===== config.mk =====
export PLATFORM = sky130hd
export DESIGN_NAME = jtpopeye_txt_arb
export DESIGN_NICKNAME = d
export VERILOG_FILES = /design/src/rtl/jtpopeye_pkg.sv /design/src/rtl/jtpopeye_txt_wbuf.sv /design/src/rtl/jtpopeye_txt_arb.sv
export SDC_FILE = /design/constraint.sdc
export NUM_CORES = 1
export LEC_CHECK = 0
export ABC_CLOCK_PERIOD_IN_PS = 4570
export BUFFER_PORTS_ARGS = -buffer_cell sky130_fd_sc_hd__buf_2
export CAP_MARGIN = 25
export CORE_MARGIN = 2
export CORE_UTILIZATION = 45
export DETAILED_ROUTE_END_ITERATION = 8
export PLACE_DENSITY_LB_ADDON = 0.1
export SKIP_LAST_GASP = 1
export SLEW_MARGIN = 40
export SYNTH_ARGS = -nofsm -noshare
export SYNTH_HDL_FRONTEND = slang
export SYNTH_HIERARCHICAL = 1
export SYNTH_SLANG_ARGS = --single-unit

===== constraint.sdc =====
create_clock -name clk -period 4.57 [get_ports clk]
set_input_delay 0.457 -clock clk [delete_from_list [all_inputs] [get_ports clk]]
set_output_delay 0.457 -clock clk [all_outputs]
set_load 0.005 [all_outputs]

===== src/rtl/jtpopeye_pkg.sv =====
// Shared definitions for the Popeye text-layer RAM arbiter: write-buffer state
// encoding, slot constants and the scan-address helper.
package jtpopeye_pkg;

    localparam logic [1:0] ST_IDLE  = 2'd0;
    localparam logic [1:0] ST_FULL  = 2'd1;
    localparam logic [1:0] ST_STALL = 2'd2;

    localparam logic [2:0] SCAN_SLOT_DEF = 3'd5;
    localparam logic [7:0] VBL_START_DEF = 8'd224;

    // Fetch targets the next character cell; the column wraps inside the row.
    function automatic logic [9:0] scan_addr(input logic [7:0] h, input logic [7:0] v);
        logic [4:0] col;
        col = h[7:3] + 5'd1;
        return {v[7:3], col};
    endfunction

endpackage


===== src/rtl/jtpopeye_txt_wbuf.sv =====
// One-entry posted write buffer for CPU text-RAM writes: captures each bus
// access once, holds it until a free slot commits it, stalls on overflow.
module jtpopeye_txt_wbuf
    import jtpopeye_pkg::*;
#(
    parameter int AW = 10,
    parameter int DW = 8
) (
    input  logic          clk,
    input  logic          rst_n,
    input  logic          cpu_cen_i,
    input  logic          cpu_req_i,
    input  logic [AW:0]   cpu_addr_i,
    input  logic [DW-1:0] cpu_din_i,
    input  logic          commit_i,
    output logic [AW:0]   buf_addr_o,
    output logic [DW-1:0] buf_data_o,
    output logic          full_o,
    output logic          cpu_wait_n_o
);

    logic [1:0]    state_q, state_d;
    logic          seen_q, seen_d;
    logic          wait_n_q, wait_n_d;
    logic [AW:0]   addr_q, addr_d;
    logic [DW-1:0] data_q, data_d;
    logic          new_acc;
    logic          load;

    assign new_acc = cpu_cen_i & cpu_req_i & ~seen_q;

    always_comb begin
        // NOTE: every output of this block gets a default first so no path can infer a latch.
        state_d  = state_q;
        wait_n_d = wait_n_q;
        load     = 1'b0;
        case (state_q)
            ST_IDLE: begin
                if (new_acc) begin
                    load    = 1'b1;
                    state_d = ST_FULL;
                end
            end
            ST_FULL: begin
                if (commit_i) begin
                    // Old entry leaves as the new one arrives: no stall needed.
                    if (new_acc) load = 1'b1;
                    else         state_d = ST_IDLE;
                end else if (new_acc) begin
                    state_d  = ST_STALL;
                    wait_n_d = 1'b0;
                end
            end
            ST_STALL: begin
                if (commit_i) begin
                    wait_n_d = 1'b1;
                    if (cpu_req_i) begin
                        load    = 1'b1;
                        state_d = ST_FULL;
                    end else begin
                        state_d = ST_IDLE;
                    end
                end else if (cpu_cen_i && !cpu_req_i) begin
                    // Aborted bus cycle: the pending access is simply dropped.
                    state_d  = ST_FULL;
                    wait_n_d = 1'b1;
                end
            end
            default: begin
                state_d  = ST_IDLE;
                wait_n_d = 1'b1;
            end
        endcase
    end

    always_comb begin
        seen_d = seen_q;
        if (load)                         seen_d = 1'b1;
        else if (cpu_cen_i && !cpu_req_i) seen_d = 1'b0;
    end

    assign addr_d = load ? cpu_addr_i : addr_q;
    assign data_d = load ? cpu_din_i  : data_q;

    always_ff @(posedge clk or negedge rst_n) begin
        if (!rst_n) begin
            // NOTE: the payload is reset along with the control state so a discarded
            // entry never leaves stale data visible after reset.
            state_q  <= ST_IDLE;
            seen_q   <= 1'b0;
            wait_n_q <= 1'b1;
            addr_q   <= '0;
            data_q   <= '0;
        end else begin
            // NOTE: sequential state uses non-blocking assignments only.
            state_q  <= state_d;
            seen_q   <= seen_d;
            wait_n_q <= wait_n_d;
            addr_q   <= addr_d;
            data_q   <= data_d;
        end
    end

    assign buf_addr_o   = addr_q;
    assign buf_data_o   = data_q;
    assign full_o       = (state_q != ST_IDLE);
    assign cpu_wait_n_o = wait_n_q;

endmodule


===== src/rtl/jtpopeye_txt_arb.sv =====
// Text-layer RAM arbiter: scan fetches own fixed slots of each character cell,
// buffered CPU writes are committed in the remaining slots or during blank.
module jtpopeye_txt_arb
    import jtpopeye_pkg::*;
#(
    parameter int         AW        = 10,
    parameter int         DW        = 8,
    parameter logic [7:0] VBL_START = VBL_START_DEF,
    parameter logic [2:0] SCAN_SLOT = SCAN_SLOT_DEF
) (
    input  logic          clk,
    input  logic          rst_n,
    input  logic          pxl_cen,
    input  logic          cpu_cen,
    input  logic [7:0]    H,
    input  logic [7:0]    V,
    input  logic          cpu_req,
    input  logic [AW:0]   cpu_addr,
    input  logic [DW-1:0] cpu_din,
    output logic          cpu_wait_n,
    output logic [AW-1:0] ram_addr,
    output logic [DW-1:0] ram_din,
    output logic          ram_we_v,
    output logic          ram_we_c,
    output logic          scan_slot
);

    logic          scan_own;
    logic          commit;
    logic [AW:0]   buf_addr;
    logic [DW-1:0] buf_data;
    logic          buf_full;

    logic [AW-1:0] ram_addr_q;
    logic [DW-1:0] ram_din_q;
    logic          we_v_q, we_c_q, scan_slot_q;

    // The fetch slot and the one after it are reserved while the beam is visible.
    assign scan_own = ((H[2:0] == SCAN_SLOT) || (H[2:0] == SCAN_SLOT + 3'd1)) && (V < VBL_START);
    assign commit   = pxl_cen & buf_full & ~scan_own;

    jtpopeye_txt_wbuf #(
        .AW (AW),
        .DW (DW)
    ) u_wbuf (
        .clk          (clk),
        .rst_n        (rst_n),
        .cpu_cen_i    (cpu_cen),
        .cpu_req_i    (cpu_req),
        .cpu_addr_i   (cpu_addr),
        .cpu_din_i    (cpu_din),
        .commit_i     (commit),
        .buf_addr_o   (buf_addr),
        .buf_data_o   (buf_data),
        .full_o       (buf_full),
        .cpu_wait_n_o (cpu_wait_n)
    );

    always_ff @(posedge clk or negedge rst_n) begin
        if (!rst_n) begin
            ram_addr_q  <= '0;
            ram_din_q   <= '0;
            we_v_q      <= 1'b0;
            we_c_q      <= 1'b0;
            scan_slot_q <= 1'b0;
        end else if (pxl_cen) begin
            if (commit) begin
                ram_addr_q  <= buf_addr[AW-1:0];
                ram_din_q   <= buf_data;
                we_v_q      <= ~buf_addr[AW];
                we_c_q      <= buf_addr[AW];
                scan_slot_q <= 1'b0;
            end else begin
                ram_addr_q  <= scan_addr(H, V);
                we_v_q      <= 1'b0;
                we_c_q      <= 1'b0;
                scan_slot_q <= scan_own;
            end
        end
    end

    assign ram_addr  = ram_addr_q;
    assign ram_din   = ram_din_q;
    assign ram_we_v  = we_v_q;
    assign ram_we_c  = we_c_q;
    assign scan_slot = scan_slot_q;

endmodule


# Yosys cells after proc, flatten, opt, wreduce, memory -nomap -nowiden
# Cells that the tools add are included.
[word_totals]
reg_bits = 44
inputBits = 40
out_inout_bits = 22
elab_cells = 64
[op_classes]
n_addsub = 1
magnitude_cmp = 1
n_eq_ne = 10
n_mux = 24
bitwise = 8
n_reduce_logical = 10
[op_table]
columns = ["cell", "count"]
rows = [
  ["$mux 1", 14],
  ["$mux 2", 6],
  ["$mux 10", 1],
  ["$lt 8x8->1 const B", 1],
  ["$reduce_and 4->1", 2],
  ["$eq 3x3->1 const B", 2],
  ["$ne 3x2->1 const B", 2],
  ["$pmux 1 s3", 2],
  ["$pmux 2 s3", 1],
  ["$add 5x1->5 const B", 1],
  ["$and 1x1->1", 4],
  ["$ne 2x1->1 const B", 2],
  ["$not 1->1", 4],
  ["$reduce_bool 2->1", 2],
  ["$ne 3x3->1 const B", 1],
  ["$eq 2x1->1 const B", 1],
  ["$eq 2x2->1 const B", 1],
  ["$logic_and 1x1->1", 2],
  ["$logic_not 2->1", 1],
  ["$ne 2x2->1 const B", 1],
  ["$reduce_and 2->1", 1],
  ["$logic_not 1->1", 1],
  ["$logic_or 1x1->1", 1],
]

# Longest topological paths before layout
# Gate-level depths: netlist of the first run.
[depth]
depth_word = 8
ltp_mapped = 11
ltp_nobuf = 11

# By module
# The synthesis of the first run kept the hierarchy.
[by_module_without_submodules]
columns = ["mod", "n_inst", "cells_per_inst", "area_per_inst_um2", "seq_area_each_um2"]
rows = [
  ["jtpopeye_txt_wbuf", 1, 74, 1106.1, 576.8],
  ["jtpopeye_txt_arb", 1, 94, 1069.8, 525.5],
]

# Worst setup path after synthesis of the first run
# OpenSTA, ideal clock, no wires.
[synth_path]
path_type = "register to register"
from = "register u_wbuf.state_q[0]"
to = "register u_wbuf.addr_q[10], in the netlist u_wbuf/buf_addr_o[10]"
setup_ns = 0.125
arrival_time_ns = 2.543
required_ns = 4.445
setup_slack_ns = 1.901
path_stages_with_launch = 12
path_buffers = 1
synth_period_minus_slack_ns = 2.669
cell_sequence = "dfrtp_1 -> inv_1 -> ha_1 -> inv_1 -> inv_1 -> a31oi_4 -> nand2_2 -> inv_1 -> a22oi_2 -> or4b_4 -> buf_6 -> mux2_4"
[synth_between]
elab_chain_len = 5
word_cells_on_any_way = 9
cone_classes = "eq/ne (2); mux (3); bitwise (2); reduce/logical (2)"
[synth_lines]
columns = ["item", "line_no", "text"]
rows = [
  ["start: declaration", "jtpopeye_txt_wbuf.sv:22", "logic [1:0] state_q, state_d;"],
  ["start signal: assignment", "jtpopeye_txt_wbuf.sv:96", "state_q <= state_d;"],
  ["$reduce_bool 2->1 (*)", "jtpopeye_txt_wbuf.sv:106", "assign full_o = (state_q != ST_IDLE);"],
  ["named net buf_full", "jtpopeye_txt_arb.sv:32", "logic buf_full;"],
  ["$and 1x1->1 (*) (2 in series)", "jtpopeye_txt_arb.sv:40", "assign commit = pxl_cen & buf_full & ~scan_own;"],
  ["named net commit", "jtpopeye_txt_arb.sv:29", "logic commit;"],
  ["$mux 1 (on tied branches)", "jtpopeye_txt_wbuf.sv:55, jtpopeye_txt_wbuf.sv:45", ""],
  ["$pmux 1 s3 (*)", "jtpopeye_txt_wbuf.sv:37", "case (state_q)"],
  ["end signal: assignment", "jtpopeye_txt_wbuf.sv:99", "addr_q <= addr_d;"],
  ["end: declaration", "jtpopeye_txt_wbuf.sv:25", "logic [AW:0] addr_q, addr_d;"],
]
# Mark *: on every way through the listed nets, which the timed path passes. The rest lies on a longest branch.
# A chain may end at the register's enable or synchronous reset.

# Worst setup path after layout of the first run
[layout_path]
from = "register u_wbuf.state_q[0]"
to = "register u_wbuf.addr_q[6], in the netlist u_wbuf/buf_addr_o[6]"
# Same word-level chain as after synthesis.

==> metrics, run 1 <==
GPL Wtd Cong slightly below 0.8; # H-tree levels 2; worst-skew pair later-pin latency roughly 0.30 ns; core area around 4700 um^2; starting density of the core a little under half; routed len/inst ~15 um; io pins slightly above 60; Post-CTS Hold Buffers 0; die span in x roughly 74 um; Worst Setup End Kind flip-flop; drt pass-1 iters 4; design area 2600 um^2; clk buf depth 2; utilization after layout 55.4%; Critical-path top delay cell or4b_4; DIE HEIGHT between 70 and 80 um; nets between 200 and 300; fin crit share ~75%; Final HPWL DP 3.04 mm; total power between 1.5 and 2 mW; RSZ-0062 raised after global routing false; Reg2Reg Setup Slack between 1 and 1.5 ns; Synth area leaders dfrtp_1, mux2_4, mux2_2; Syn Inst Count roughly 170; final setup vio count 0; mean area per synthesized cell roughly 13 um^2; crit-path max cell delay 0.76 ns; CP cell instances inv_1, ha_1, inv_1, inv_1, a31oi_4, nand2_2, inv_1, a22oi_2, or4b_4, mux2_4; Placed Cells approximately 270; antenna violations before repair 0; post-route ant nets 0; CTS sink cnt between 40 and 50; worst hold slack approximately 0.14 ns; first-pass GRT wire length between 7 and 8 mm; peak supply drop around 0.30 mV; CP dominant cell by count inv_1; vias about 1500; total congestion overflow 0; row cnt 25; sequential area share after synthesis between 50% and 60%; largest net degree at the start of global routing 45; CP delay by family, top simple AND/OR/NAND/NOR gates; layout cells sized above 1 45.2%; commonest cells after routing, fill and taps aside buf_2, dfrtp_1, mux2_4; max_slew headroom between 60 and 70%; Non-Filler Instances 282; area of the multi-input gates around 1000 um^2; status completed; synthesized cell area ~2200 um^2; vias in the first global route approximately 1500; Highest Clock Rate about 0.29 GHz; final wirelength about 4.3 mm; DRC errors left 0; placed instance area 2490 um^2; vias per cell about 5.3; commonest non-fill, non-tap cell in the layout buf_2; clk_skew approximately 0.0034 ns; ant diodes 0; CP Data Arrival Time about 3.6 ns; asr flop ratio synth 100%; Ys Warns 6; Root Driver clkbuf_8; CTS tree built; port buffer count a little under 60; post-synth top area share between 40 and 50%; Main synth FF type dfrtp_1; layout overhead on the synthesized area 19.6%; final hold violations 0; DIE AREA around 5400 um^2; Startpoint Class flip-flop; Hold WC Path Type input pin to asynchronous set/reset pin; Post-Syn Nets around 210; flops & latches, synth 44; total of max-cap violations 0; Netlist cell types 41; pre-CTS WS around 1.2 ns; worst-path maximum fanout 20; Worst Tran Pin Value ~0.54 ns; setup TNS 0 ns; cts repair resizes 0; Clk pin slew, worst setup/hold paths ~0.08 ns; Iter 0 DRT Violations 49; fin crit period 3.43 ns; Post-synth EDFFs 0; Fill cells about 400; Yosys top cell by area dfrtp_1; register area approximately 1100 um^2; PD cells roughly 630 nW/um^2; cell leakage power approximately 1.3 nW; post-CTS setup buffers 0; setup ws final 1.14 ns; Slew Limit Fails 0; CP required around 4.8 ns; gr usage total 17.4%; critical path class flip-flop to flip-flop; CTS buffer count 5; crit path buf inv count 4
[logic make-up (layout without fill, tap and decap cells)]
group	Yosys count	count (layout)	synth area share (%)
AOI/OAI and AO/OA	27	27	9.09
xor gates and xnor gates	4	4	1.96
adders and majority gates	5	5	2.88
buffers and inverters	17	77	4.03
DFF	44	44	50.7
muxes	37	37	22.5
and+or+nand+nor	34	34	8.91
[per-layer routing]
metal	wire length (um)	global-route usage, %
met2	2150	28.5
met4	79	7.68
met1	1900	21.3
met3	198	4.80
met5	0	0
[cells in the mapped netlist (2+ instances only)]
master	n
inv_1	11
buf_6	3
nand2_1	7
clkbuf_1	2
mux2i_1	5
nand3_1	7
o211ai_1	2
mux2_4	21
mux2_1	2
mux2_2	9
nand4b_1	2
dfrtp_1	43
ha_1	5
o31ai_1	2
xnor2_1	2
a21oi_1	7
nand2b_1	6
a22oi_1	2
o21ai_0	5
nor2_1	4
[power breakdown]
group,switching [mW],leakage (nW),internal [mW]
combinational,0.282,0.740,0.377
clock,0.133,0.0541,0.162
sequential,0.103,0.534,0.576
[sequential cells by signal (all words and copies together), names as in the netlist]
register and count:
ram_din 8, u_wbuf/seen_q 1, scan_slot 1, ram_addr 10, u_wbuf/buf_data_o 8, ram_we_c 1
u_wbuf/cpu_wait_n_o 1, ram_we_v 1, u_wbuf/buf_addr_o 11, u_wbuf/state_q 2
[layout make-up]
class | instances | area share, %
tap | 54 | 2.60
multi-input combinational | 107 | 37.9
timing repair buffer | 58 | 11.3
clock inverter | 3 | 1.64
inverter | 11 | 1.59
clock buffer | 5 | 2.65
sequential | 44 | 42.4
[final timing paths]
check,startpoint,endpoint,cells after the start
max reg2reg,u_wbuf/state_q[0],u_wbuf/buf_addr_o[6],10
min reg2reg,u_wbuf/seen_q,u_wbuf/seen_q,2
min in group clk,cpu_din[4],u_wbuf/buf_data_o[4],2
max in group asynchronous,rst_n,u_wbuf/cpu_wait_n_o,1
max,u_wbuf/state_q[0],u_wbuf/buf_addr_o[6],10
min,rst_n,u_wbuf/buf_addr_o[10],1
(Power assumes the default switching activity.)
==> run 2: changes to the inputs <==
- ABC_CLOCK_PERIOD_IN_PS: 4570 -> 3100
- clock period: 4.57 -> 3.1 ns (I/O delays scaled with it)
==> metrics, run 2 (same netlist as run 1, synthesis figures left out) <==
status completed; DIE AREA 5410 um^2 (unchanged); clk_skew 0.00693 ns (+0.00357 ns); worst-skew pair later-pin latency 0.29 ns (about the same); reg2reg start u_wbuf/state_q[0]; Highest Clock Rate 0.357 GHz (+22%); vias in the first global route 1470 (-2.6%); core area 4690 um^2 (unchanged); port buffer count 58 (unchanged); worst-path maximum fanout 20 (unchanged); worst hold slack 0.00645 ns (-0.131 ns); row cnt 25 (unchanged); nets 274 (+0.74%); CP delay by family, top simple AND/OR/NAND/NOR gates; DIE HEIGHT 73.5 um (unchanged); Fill cells 417 (+3.7%); starting density of the core 46.4% (unchanged); Clk pin slew, worst setup/hold paths 0.08 ns (about the same); vias 1465 (-1.1%); first-pass GRT wire length 6.84 mm (-2.6%); CP required 3.27 ns (-1.48 ns); fin crit period 2.80 ns (-0.626 ns); # H-tree levels 2 (unchanged); cts repair resizes 0 (unchanged); layout cells sized above 1 45.4% (+0.24 points); Slew Limit Fails 0 (unchanged); Startpoint Class flip-flop; CTS tree built; commonest non-fill, non-tap cell in the layout buf_2; antenna violations before repair 0 (unchanged); vias per cell 5.18 (-1.4%); max_slew headroom 63.5% (-0.45 points); CTS buffer count 5 (unchanged); cell leakage power 1.33 nW (+0.44%); FF-to-FF path depth 10 (unchanged); CP Data Arrival Time 2.98 ns (-0.63 ns); Post-CTS Hold Buffers 0 (unchanged); setup TNS 0 ns (unchanged); CTS sink cnt 44 (unchanged); die span in x 73.5 um (unchanged); ant diodes 0 (unchanged); clk buf depth 2 (unchanged); critical path class flip-flop to flip-flop; Worst R2R End u_wbuf/buf_data_o[7]; post-CTS setup buffers 0 (unchanged); GPL Wtd Cong 0.878 (+12%); DRC errors left 0 (unchanged); io pins 62 (unchanged); Reg2Reg Setup Slack 0.30 ns (-0.84 ns); Final HPWL DP 3.00 mm (-1.4%); total congestion overflow 0 (unchanged); peak supply drop 0.400 mV (+33%); layout overhead on the synthesized area 19.6% (unchanged); Worst Setup End Kind flip-flop; largest net degree at the start of global routing 45 (unchanged); post-route ant nets 0 (unchanged); Root Driver clkbuf_8; routed len/inst 14.8 um (-3.6%); CP dominant cell by count inv_1; total of max-cap violations 0 (unchanged); crit path buf inv count 4 (unchanged); commonest cells after routing, fill and taps aside buf_2, dfrtp_1, mux2_4; crit-path max cell delay 0.75 ns (about the same); final hold violations 0 (unchanged); Worst Tran Pin Value 0.547 ns (+0.00682 ns); RSZ-0062 raised after global routing false; Hold WC Path Type input pin to asynchronous set/reset pin; PD cells 908 nW/um^2 (+45%); Critical-path top delay cell or4b_4; fin crit share 90.5% (+15 points); final wirelength 4.19 mm (-3.2%); CP cell instances inv_1, ha_1, inv_1, inv_1, a31oi_4, nand2_2, inv_1, a22oi_2, or4b_4, mux2_4; gr usage total 16.6% (-0.72 points); number of flip-flops in the largest register 11 (unchanged); drt pass-1 iters 4 (unchanged); final setup vio count 0 (unchanged); Iter 0 DRT Violations 74 (+51%)
==> run 2: changes by cell type in the layout (fill, tap and decap cells not counted), sizes merged <==
cell and change:
buf +2, clkbuf +2, bufinv -1, clkinv -1, clkinvlp -1
==> run 2: cell type report <==
cell class	count	area, um^2	area share, %
sequential	44	1100	42.4
multi-input combinational	107	986	37.9
timing repair buffer	60	308	11.8
clock buffer	7	96.3	3.70
tap	54	67.6	2.60
inverter	11	41.3	1.59
==> run 2: metal layers <==
| layer | vias to the layer above | global-route usage (%) | wire length [um] |
|---|---|---|---|
| met5 | - | 0 | 0 |
| met4 | 0 | 6.67 | 58 |
| met1 | 702 | 22.7 | 1960 |
| li1 | 715 | - | - |
| met3 | 6 | 3.57 | 202 |
| met2 | 42 | 25.9 | 1970 |
==> run 2: how the worst max path moves through the flow <==
stage / start / cells past startpoint / end
final: u_wbuf/state_q[0] / 10 / u_wbuf/buf_data_o[7]
after global routing: u_wbuf/state_q[1] / 10 / u_wbuf/buf_data_o[7]
after CTS: u_wbuf/state_q[0] / 10 / u_wbuf/buf_data_o[1]
after detailed placement: u_wbuf/state_q[0] / 10 / u_wbuf/buf_data_o[1]
after global placement: u_wbuf/state_q[1] / 10 / u_wbuf/buf_addr_o[3]
after floorplan: u_wbuf/state_q[0] / 11 / u_wbuf/buf_addr_o[10]
==> run 2: worst register-to-register path: stages, from the launching register on <==
cell     delay [ns]
dfrtp_1        0.41
inv_1          0.08
ha_1           0.26
inv_1          0.09
inv_1          0.06
a31oi_4        0.16
nand2_2        0.18
inv_1          0.22
a22oi_2        0.10
or4b_4         0.75
mux2_4         0.38
==> run 2: power by group <==
| part | internal, mW | leakage (nW) | switching [mW] | total, mW |
|---|---|---|---|---|
| Combinational | 0.575 | 0.749 | 0.404 | 0.979 |
| Sequential | 0.849 | 0.534 | 0.150 | 0.999 |
| Clock | 0.199 | 0.0503 | 0.186 | 0.384 |
| Total | 1.62 | 1.33 | 0.739 | 2.36 |
==> run 2: per-stage QoR <==
step / setup WS [ns] / area [um^2] / std cells / total power [mW] / utilization [%]
5_1_grt: 0.106 / 2600 / 283 / 2.54 / 55.4
3_3_place_gp: 0.316 / 2500 / 276 / 1.95 / 53.3
4_1_cts: 0.262 / 2600 / 283 / 2.39 / 55.4
6_report: 0.296 / 2600 / 283 / 2.36 / 55.4
2_1_floorplan: 0.431 / 2180 / 168 / 1.69 / -
3_5_place_dp: 0.270 / 2500 / 276 / 2.00 / 53.4
==> run 3: changes to the inputs <==
- ABC_CLOCK_PERIOD_IN_PS: 3100 -> 3600
- GPL_TIMING_DRIVEN: default -> 0
- clock period: 3.1 -> 3.6 ns (I/O delays scaled with it)
==> metrics, run 3 (same netlist as run 1, synthesis figures left out) <==
status completed; core area 4690 um^2 (unchanged); peak supply drop 0.440 mV (+9.9%); cell leakage power 1.35 nW (+1.5%); Highest Clock Rate 0.322 GHz (-9.7%); gr usage total 17.4% (+0.80 points); Iter 0 DRT Violations 55 (-26%); worst hold slack 0.0459 ns (+0.0394 ns); fin crit period 3.10 ns (+0.300 ns); clk buf depth 2 (unchanged); cts repair resizes 0 (unchanged); row cnt 25 (unchanged); total of max-cap violations 0 (unchanged); reg2reg start u_wbuf/state_q[1]; PD cells 790 nW/um^2 (-13%); DIE AREA 5410 um^2 (unchanged); FF-to-FF path depth 11 (+1); setup TNS 0 ns (unchanged); vias 1513 (+3.3%); Final HPWL DP 3.26 mm (+8.7%); post-CTS setup buffers 0 (unchanged); Reg2Reg Setup Slack 0.50 ns (+0.20 ns); final setup vio count 0 (unchanged); area of the multi-input gates 986 um^2 (unchanged); clk_skew 0.00918 ns (+0.00224 ns); nets 278 (+1.5%); fin crit share 86.2% (-4.2 points); GPL Wtd Cong 0.770 (-12%); worst-path maximum fanout 10 (-50%); Root Driver clkbuf_8; vias in the first global route 1566 (+6.5%); Sw Share 31.3% (about the same); worst-skew pair later-pin latency 0.29 ns (about the same); die span in x 73.5 um (unchanged); post-route ant nets 0 (unchanged); met2 WL 2.21 mm (+12%); combinational share of power 41.2% (-0.2 points); # H-tree levels 2 (unchanged); critical path class flip-flop to flip-flop; DIE HEIGHT 73.5 um (unchanged); Clk pin slew, worst setup/hold paths 0.08 ns (about the same); total power 2.09 mW (-12%); commonest non-fill, non-tap cell in the layout buf_2; largest net degree at the start of global routing 45 (unchanged); Hold WC Path Type input pin to asynchronous set/reset pin; met1 WL 1.93 mm (-1.4%); Critical path origin u_wbuf/state_q[1]; CP required 3.77 ns (+0.50 ns); final hold violations 0 (unchanged); total congestion overflow 0 (unchanged); CTS sink cnt 44 (unchanged); sequential power share 41.4% (-0.9 points); ant diodes 0 (unchanged); routed length on met3 214 um (+5.9%); routed len/inst 15.3 um (+3.3%); Fill cells 401 (-3.8%); Worst Setup End Kind flip-flop; Int Pwr 1.43 mW (-12%); antenna violations before repair 0 (unchanged); max_slew headroom 63.1% (-0.36 points); layout overhead on the synthesized area 21.5%; CTS tree built; Worst Tran Pin Value 0.553 ns (+0.00537 ns); port buffer count 58 (unchanged); RSZ-0062 raised after global routing false; Worst R2R End u_wbuf/buf_data_o[7]; drt pass-1 iters 4 (unchanged); Net Sw Power 0.654 mW (-11%); layout cells sized above 1 45.3% (-0.12 points); starting density of the core 46.4% (unchanged); final wirelength 4.41 mm (+5.2%); number of flip-flops in the largest register 11 (unchanged); commonest cells after routing, fill and taps aside buf_2, dfrtp_1, mux2_4; io pins 62 (unchanged); utilization after layout 56.3% (+0.91 points); CP Data Arrival Time 3.27 ns (+0.29 ns); DRC errors left 0 (unchanged); Clk network pwr share 17.4% (+1.1 points); Post-CTS Hold Buffers 0 (unchanged); Slew Limit Fails 0 (unchanged); first-pass GRT wire length 7.16 mm (+4.5%); Worst Setup EP u_wbuf/buf_data_o[7]; Startpoint Class flip-flop; register area 1100 um^2 (unchanged); vias per cell 5.25 (+1.5%); Max Used Layer met4; CTS buffer count 5 (unchanged)
## run 3: cell types whose count changed in the layout (fill, tap and decap cells not counted), moves of 2 or more
cell / before / now
clkbuf_1: 0 / 3
buf_4: 3 / 1
buf_6: 0 / 3
clkbuf_8: 7 / 5
## run 3: how the worst min path moves through the flow
stage,endpoint,slack (ns),depth (start not counted)
after floorplan,ram_addr[0],0.06,0
after global placement,u_wbuf/cpu_wait_n_o,0.48,2
after detailed placement,u_wbuf/buf_addr_o[10],0.39,1
after CTS,u_wbuf/buf_addr_o[10],0.06,1
after global routing,ram_we_c,0.09,1
final,u_wbuf/buf_addr_o[10],0.05,1
## run 3: power groups by stage
stage	sequential (mW)	clock, mW	combinational (mW)
after floorplan	0.854	0	0.606
after global placement	0.854	0	0.825
after detailed placement	0.875	0	0.859
after CTS	0.867	0.374	0.867
after global routing	0.897	0.397	0.946
final	0.865	0.363	0.860
## run 3: layout make-up
class / instances / area share (%)
buffer: 6 / 1.75
inverter: 11 / 1.56
tap: 54 / 2.56
clock buffer: 6 / 2.74
multi-input combinational: 107 / 37.3
sequential: 44 / 41.7
clock inverter: 2 / 1.33
timing repair buffer: 58 / 11.1
## run 3: worst max-delay path, cell delays in order, from the launching register on
cell	delay, ns
dfrtp_1	0.43
inv_1	0.10
ha_1	0.26
inv_1	0.25
inv_1	0.12
a31oi_4	0.24
nand2_2	0.21
inv_1	0.23
a22oi_2	0.11
or4b_4	0.53
buf_6	0.18
mux2_4	0.31
## run 3: per-stage QoR
step	setup WS, ns	cells	cell area, um^2
3_3_place_gp	0.624	280	2530
2_1_floorplan	0.931	168	2180
5_1_grt	0.292	288	2640
4_1_cts	0.505	288	2640
3_5_place_dp	0.535	280	2540
6_report	0.496	288	2640
## run 3: layer usage
layer | up-vias | GRT usage (%)
met3 | 7 | 4.25
met5 | - | 0
li1 | 727 | -
met2 | 37 | 29.6
met4 | 0 | 6.46
met1 | 742 | 21.5
